$ cat config.mk
export PLATFORM = sky130hd
export DESIGN_NAME = sub_serial
export DESIGN_NICKNAME = d
export VERILOG_FILES = /design/src/rtl/sub_serial.sv
export SDC_FILE = /design/constraint.sdc
export NUM_CORES = 1
export LEC_CHECK = 0
export CAP_MARGIN = 20
export CORE_UTILIZATION = 44
export DETAILED_ROUTE_END_ITERATION = 16
export PLACE_DENSITY = 0.8
export SYNTH_ARGS = -nofsm -noshare
export SYNTH_HDL_FRONTEND = slang
export SYNTH_SLANG_ARGS = --single-unit
export TNS_END_PERCENT = 20
$ cat constraint.sdc
create_clock -name clk -period 1.1 [get_ports clk]
set_input_delay 0.33 -clock clk [delete_from_list [all_inputs] [get_ports clk]]
set_output_delay 0.33 -clock clk [all_outputs]
set_load 0.01 [all_outputs]
$ cat src/rtl/sub_serial.sv
// Bit-serial subtractor: one full-subtractor cell computes diff = a - b - b_in
// LSB first over WIDTH cycles, with valid/ready handshakes on both sides.
module sub_serial #(
  parameter int WIDTH = 8
) (
  input  logic             clk,
  input  logic             rst,
  input  logic             in_valid,
  output logic             in_ready,
  input  logic [WIDTH-1:0] a,
  input  logic [WIDTH-1:0] b,
  input  logic             b_in,
  output logic             out_valid,
  input  logic             out_ready,
  output logic [WIDTH-1:0] diff,
  output logic             b_out
);

  localparam int CW = (WIDTH > 1) ? $clog2(WIDTH) : 1;
  localparam logic [CW-1:0] LAST = CW'(WIDTH - 1);

  typedef enum logic [1:0] {
    IDLE = 2'd0,
    RUN  = 2'd1,
    DONE = 2'd2
  } state_t;

  state_t           state_reg, state_next;
  logic [WIDTH-1:0] a_reg, a_next;
  logic [WIDTH-1:0] b_reg, b_next;
  logic [WIDTH-1:0] diff_reg, diff_next;
  logic [WIDTH-1:0] diff_shift;
  logic             br_reg, br_next;
  logic             bout_reg, bout_next;
  logic [CW-1:0]    cnt_reg, cnt_next;
  logic             cell_d;
  logic             cell_br;

  // Full-subtractor cell on the current LSBs and the running borrow
  assign cell_d  = a_reg[0] ^ b_reg[0] ^ br_reg;
  assign cell_br = (~a_reg[0] & b_reg[0]) | (~(a_reg[0] ^ b_reg[0]) & br_reg);

  // Result enters at the MSB so the first bit computed ends up at bit 0
  for (genvar gi = 0; gi < WIDTH; gi++) begin : g_shift
    if (gi == WIDTH - 1) begin : g_msb
      assign diff_shift[gi] = cell_d;
    end else begin : g_low
      assign diff_shift[gi] = diff_reg[gi+1];
    end
  end

  always_comb begin
    state_next = state_reg;
    a_next     = a_reg;
    b_next     = b_reg;
    diff_next  = diff_reg;
    br_next    = br_reg;
    bout_next  = bout_reg;
    cnt_next   = cnt_reg;
    in_ready   = 1'b0;
    out_valid  = 1'b0;
    unique case (state_reg)
      IDLE: begin
        in_ready = 1'b1;
        if (in_valid) begin
          a_next     = a;
          b_next     = b;
          br_next    = b_in;
          cnt_next   = '0;
          state_next = RUN;
        end
      end
      RUN: begin
        diff_next = diff_shift;
        a_next    = a_reg >> 1;
        b_next    = b_reg >> 1;
        br_next   = cell_br;
        cnt_next  = cnt_reg + 1'b1;
        if (cnt_reg == LAST) begin
          bout_next  = cell_br;
          state_next = DONE;
        end
      end
      DONE: begin
        out_valid = 1'b1;
        if (out_ready) begin
          state_next = IDLE;
        end
      end
      default: begin
        state_next = IDLE;
      end
    endcase
  end

  always_ff @(posedge clk) begin
    if (rst) begin
      state_reg <= IDLE;
      a_reg     <= '0;
      b_reg     <= '0;
      diff_reg  <= '0;
      br_reg    <= 1'b0;
      bout_reg  <= 1'b0;
      cnt_reg   <= '0;
    end else begin
      state_reg <= state_next;
      a_reg     <= a_next;
      b_reg     <= b_next;
      diff_reg  <= diff_next;
      br_reg    <= br_next;
      bout_reg  <= bout_next;
      cnt_reg   <= cnt_next;
    end
  end

  assign diff  = diff_reg;
  assign b_out = bout_reg;

endmodule

* After elaboration in Yosys (flattened, before gate mapping)
Index checks and enable logic that the tools add are counted.
Widths: inputs -> output; s select.
** Word-level totals
- Output and inout bits :: 11
- Logic and storage cells :: 40
- Bits of input ports :: 21
- Flip-flop bits (word level) :: 31
** Cells by class
- Muxes and demuxes :: 14
- Equal/unequal tests :: 6
- Bitwise operators :: 7
- Add/subtract/negate cells :: 1
- Reduce and logical (&&, ||, !) cells :: 5
** Operator list (count)
- $pmux 8 s2 :: 2
- $mux 8 :: 2
- $mux 2 :: 3
- $ne 2x2->1 const B :: 3
- $pmux 2 s3 :: 1
- $pmux 3 s2 :: 1
- $reduce_and 2->1 :: 2
- $add 3x1->3 const B :: 1
- $eq 3x3->1 const B :: 1
- $mux 1 :: 3
- $mux 3 :: 1
- $reduce_and 3->1 :: 1
- $and 1x1->1 :: 2
- $eq 2x1->1 const B :: 1
- $eq 2x2->1 const B :: 1
- $logic_not 2->1 :: 1
- $not 1->1 :: 2
- $pmux 1 s2 :: 1
- $reduce_bool 2->1 :: 1
- $xor 1x1->1 :: 2
- $or 1x1->1 :: 1

* Longest topological paths before layout
- Word-level depth :: 5
- Mapped depth :: 6
- Gate-level depth less buffers :: 5

* Least setup slack after synthesis
No wires, ideal clock.
- Path kind :: register to register
- From :: register b_reg[0]
- To :: register br_reg
- Path buffers :: 0
- Clock period less this slack :: 1179 ps
- Arrival time :: 1121 ps
- Library setup time :: 58 ps
- Stages on the path, launching flop included :: 5
- Required time :: 1042 ps
- Setup slack :: -79 ps
- Path through :: dfxtp_1 inv_1 fa_1 a221oi_1 o21a_1
** On the way
- Word-level cells in the longest chain between the ends :: 5
- Elaborated cells between the ends (all ways) :: 6
- Classes of those cells :: mux (1); bitwise (5)
** RTL lines
- start, declared :: line 30 : logic [WIDTH-1:0] b_reg, b_next;
- start signal, assigned :: line 108 : b_reg <= b_next;
- $xor 1x1->1 :: line 41 : assign cell_br = (~a_reg[0] & b_reg[0]) | (~(a_reg[0] ^ b_reg[0]) & br_reg);
- $not 1->1 :: line 41
- $and 1x1->1 :: line 41
- $or 1x1->1 (*) :: line 41
- $pmux 1 s2 (*) :: line 62 : unique case (state_reg)
- end signal, assigned :: line 110 : br_reg <= br_next;
- end, declared :: line 33 : logic br_reg, br_next;
Every way passes the cells marked *; elsewhere a longest branch is shown, timed or not.
A chain may end at the register's enable or synchronous reset.

* Final worst setup path
- From :: register state_reg[1]
- To :: register br_reg
** On the way
- Word-level cells in the longest chain between the ends :: 3
- Elaborated cells between the ends (all ways) :: 6
- Classes of those cells :: eq/ne (2); mux (1); reduce/logical (3)
** RTL lines
- start, declared :: line 28 : state_t state_reg, state_next;
- start signal, assigned :: line 106 : state_reg <= state_next;
- $eq 2x1->1 / $logic_not 2->1 (equally long branches) :: line 62
- $reduce_bool 2->1 (no line) / $ne 2x2->1 (equally long branches)
- $reduce_and 2->1 (no line)
Several ways; a longest one is shown, not always the timed one.

==> summary.md <==
The run finished, with violations left. The checks that failed: negative setup slack. In this run the remaining antenna-violating nets after routing total 0. For the worst-skew pair, the clock arrives at the later sink with an insertion delay of 330 ps. The clock-pin slew of the registers on the worst-case setup and hold paths is 90 ps, and the number of rows in the core area is 19. The H-tree depth came out at 2.

TritonCTS buffer count: 5. The category of the most critical setup path is flop to flop. The number of global-route vias before repair came out at 1163.

The logs give 2830 µm² for the area of the core and 31 for the number of clock sinks seen by CTS. In the post-synthesis netlist, the cell with the most instances is sky130_fd_sc_hd__dfxtp_1. The required time at the worst-slack endpoint was 1320 ps.

The dominant cell type by area after synthesis is sky130_fd_sc_hd__dfxtp_1. The worst register-to-register path has a setup slack of -190 ps. In the final layout, the share of cells above drive strength 1 is 35.2%. The mapped cell area is 1360 µm². By area the synthesized netlist is led by sky130_fd_sc_hd__dfxtp_1 46%, sky130_fd_sc_hd__a21oi_1 9.6%, sky130_fd_sc_hd__o221a_1 9.1%, sky130_fd_sc_hd__inv_1 5.2%, sky130_fd_sc_hd__nand2_1 4.4%. The hold-critical path endpoint was cnt_reg[0]$_SDFFE_PP0P_. In the final layout, the multi-input gates occupy 647 µm². The pre-CTS setup slack is -496 ps, and the DRC violation count after routing is 0. The tools report the startpoint of the tightest hold check path as cnt_reg[0]$_SDFFE_PP0P_. The routed via count divided by cell count is 5.39, and the count of boundary I/O pins is 32. Counting distinct cell types in the post-synthesis netlist gives 30. The die covers 3310 µm².

The run gives -192 ps as the post-layout worst setup margin. TritonCTS built the clock tree. The reg-to-reg critical path startpoint is state_reg[1]$_SDFFE_PP0P_. The relative area change from synthesis to final layout is 44.3%, and the first-iteration detailed-routing DRC count is 45. STA classifies the critical path startpoint as a flop.

Dividing the detail-routed wire length by the instance count gives 14.3 µm. On the final layout, the worst clock skew is 4.52 ps. The root cell of the clock tree was sky130_fd_sc_hd__clkbuf_4.

The deepest clock path buffer count is 2, and the detailed-placement wirelength estimate is 2190 µm. The run gives 0 as the leftover overflow at the end of global routing. The achievable clock frequency is 0.774 GHz, and the transition time at the pin with the least slew margin is 369 ps.

Summed over its instances, the top area cell type makes up 45.7% of the synthesized netlist area. The worst register-to-register path ends at br_reg$_SDFFE_PP0P_. At the end of the flow, the number of nets in the layout was 220. The starting utilization of the core area is 48.0%, and the pin count of the biggest net entering global routing is 24.

0 antenna diodes ended up in the layout. The cell count of the worst reg-to-reg path works out to 5. Global routing used 34.4% of the available met2 tracks. The met1 capacity usage during global routing was 27.0%; the final period utilization was 117%.

In the synthesized netlist, the cells that appear most often are 31 x sky130_fd_sc_hd__dfxtp_1, 26 x sky130_fd_sc_hd__a21oi_1, 19 x sky130_fd_sc_hd__inv_1. The number of hold buffers added after CTS was 0. Data arrival time at the worst-slack endpoint: 1520 ps. Across the run, the number of max-cap violations was 0. The fraction of registers with async set or reset after synthesis is 0%. The final total negative setup slack came out at -3480 ps. Of all nets on the critical path, the largest fanout is 9. For the weighted congestion at the end of routability-driven global placement, the log shows 0.734. For this block, the via count after detailed routing is 1223. The power per cell area is 1190 nW/µm².

The initial antenna violation count was 0. Global routing used 21.5% of the available tracks across all layers. After global routing, the most crowded layer is met2. The total of flip-flops plus latches after synthesis was 31; the maximum vdd drop was 0.000680 V. The layout has 209 filler cells.

The headroom to the max-slew limit was 75.3%. In the global route stage, met3 resource usage came out at 5.44%. The number of buffers added on ports is 31, and the clock period minus worst slack is 1290 ps.

The first detailed-routing pass took 4 iterations. The worst hold path depth is 1. In the synthesized netlist, the number of instances is 147. Sequential standard cell area: 639 µm². The vertical extent of the die came out at 57.6 µm. The first global-routing pass estimated 5310 µm of wire.

In the synthesized netlist the dominant register cell turns out to be sky130_fd_sc_hd__dfxtp_1. The die outline width is 57.6 µm. The number of synthesized flops with an enable pin is 0, and the final setup violation count is 38. The wire length reported by the detailed router was 3250 µm. For the number of failing hold endpoints at the final stage, the log shows 0. For this design the static power due to leakage is 0.000788 µW. Setup repair after global routing could not meet its margin everywhere.

The count of final max-slew check failures is 0. STA classifies the critical path endpoint as a flop. When the netlist entered floorplanning its net count stood at 171. Cells fill 69.3% of the core in the end. The sequential fraction of the synthesis area is 45.7%.

The worst hold path belongs to the class flop to flop. The count of yosys warnings during synthesis is 0, and the average instance area after synthesis is 9.24 µm².
cells by family after synthesis:
kind of cell / count (synthesis) / synth area share [%]
flip-flops: 31 / 45.7
multiplexers: 1 / 0.737
buffers and inverters: 30 / 10.9
AO/OA/AOI/OAI: 50 / 26.5
adder cells (fa/ha/maj): 3 / 3.31
AND/OR/NAND/NOR: 32 / 12.9
worst max-delay path: stages (launching register included):
cell and delay [ps]:
sky130_fd_sc_hd__dfxtp_2 340, sky130_fd_sc_hd__buf_4 170, sky130_fd_sc_hd__and2b_4 310, sky130_fd_sc_hd__buf_4 140, sky130_fd_sc_hd__a21oi_1 60, sky130_fd_sc_hd__o21a_1 170
layout by cell type, fill, tap and decap left out, types with 6 or more instances in the layout:
cell,synthesis,routed
sky130_fd_sc_hd__a21oi_1,26,23
sky130_fd_sc_hd__clkdlybuf4s50_1,0,20
sky130_fd_sc_hd__inv_1,19,19
sky130_fd_sc_hd__dfxtp_1,31,18
sky130_fd_sc_hd__buf_4,3,17
sky130_fd_sc_hd__nand2_1,16,16
sky130_fd_sc_hd__dfxtp_2,0,12
sky130_fd_sc_hd__buf_6,3,12
sky130_fd_sc_hd__o221a_1,11,11
sky130_fd_sc_hd__nor2_1,6,6
final cells by class:
cell class,count,area share [%]
Clock buffer,6,2.62
Clock inverter,1,0.255
Inverter,19,3.64
Multi-Input combinational cell,87,33.0
Sequential cell,31,32.6
Tap cell,31,1.98
Timing Repair Buffer,52,25.9
worst max path at each step:
| stage | from | to | slack (ps) | cells past startpoint |
|---|---|---|---|---|
| floorplan | b_reg[0]$_SDFFE_PP0P_ | br_reg$_SDFFE_PP0P_ | -1 | 4 |
| global placement | in_valid | a_reg[0]$_SDFFE_PP0P_ | -450 | 4 |
| detailed placement | in_valid | a_reg[0]$_SDFFE_PP0P_ | -500 | 4 |
| CTS | state_reg[1]$_SDFFE_PP0P_ | a_reg[0]$_SDFFE_PP0P_ | -180 | 4 |
| global route | state_reg[1]$_SDFFE_PP0P_ | out_valid | -240 | 2 |
| finish | state_reg[1]$_SDFFE_PP0P_ | br_reg$_SDFFE_PP0P_ | -190 | 5 |
power breakdown:
| group | total (µW) | switching (µW) | internal, µW |
|---|---|---|---|
| registers | 1240 | 45.2 | 1190 |
| clock network | 676 | 380 | 296 |
| logic | 415 | 184 | 231 |
| total | 2330 | 609 | 1720 |
per-layer routing:
layer / routed length, µm / share of wire [%]
met1: 1440 / 44
met2: 1600 / 49
met5: 0 / 0
met3: 128 / 3.9
met4: 83 / 2.6
per-stage QoR:
step           hold slack, ps  power (µW)  instances  instance area, µm²
2_1_floorplan             444        1470        147                1370
3_3_place_gp              441        1620        215                1790
3_5_place_dp              460        1640        215                1790
4_1_cts                   457        2330        227                1930
5_1_grt                   473        2460        227                1960
6_report                  457        2330        227                1960
repair_timing:
action,CTS,global route
setup endpoints to repair,42,42
endpoints found under the hold margin,0,0
resized for setup,72,7
pin swaps,0,1
cloned,1,0
buffers inserted,4,0
Note: power is estimated with default switching activity, not from simulation.
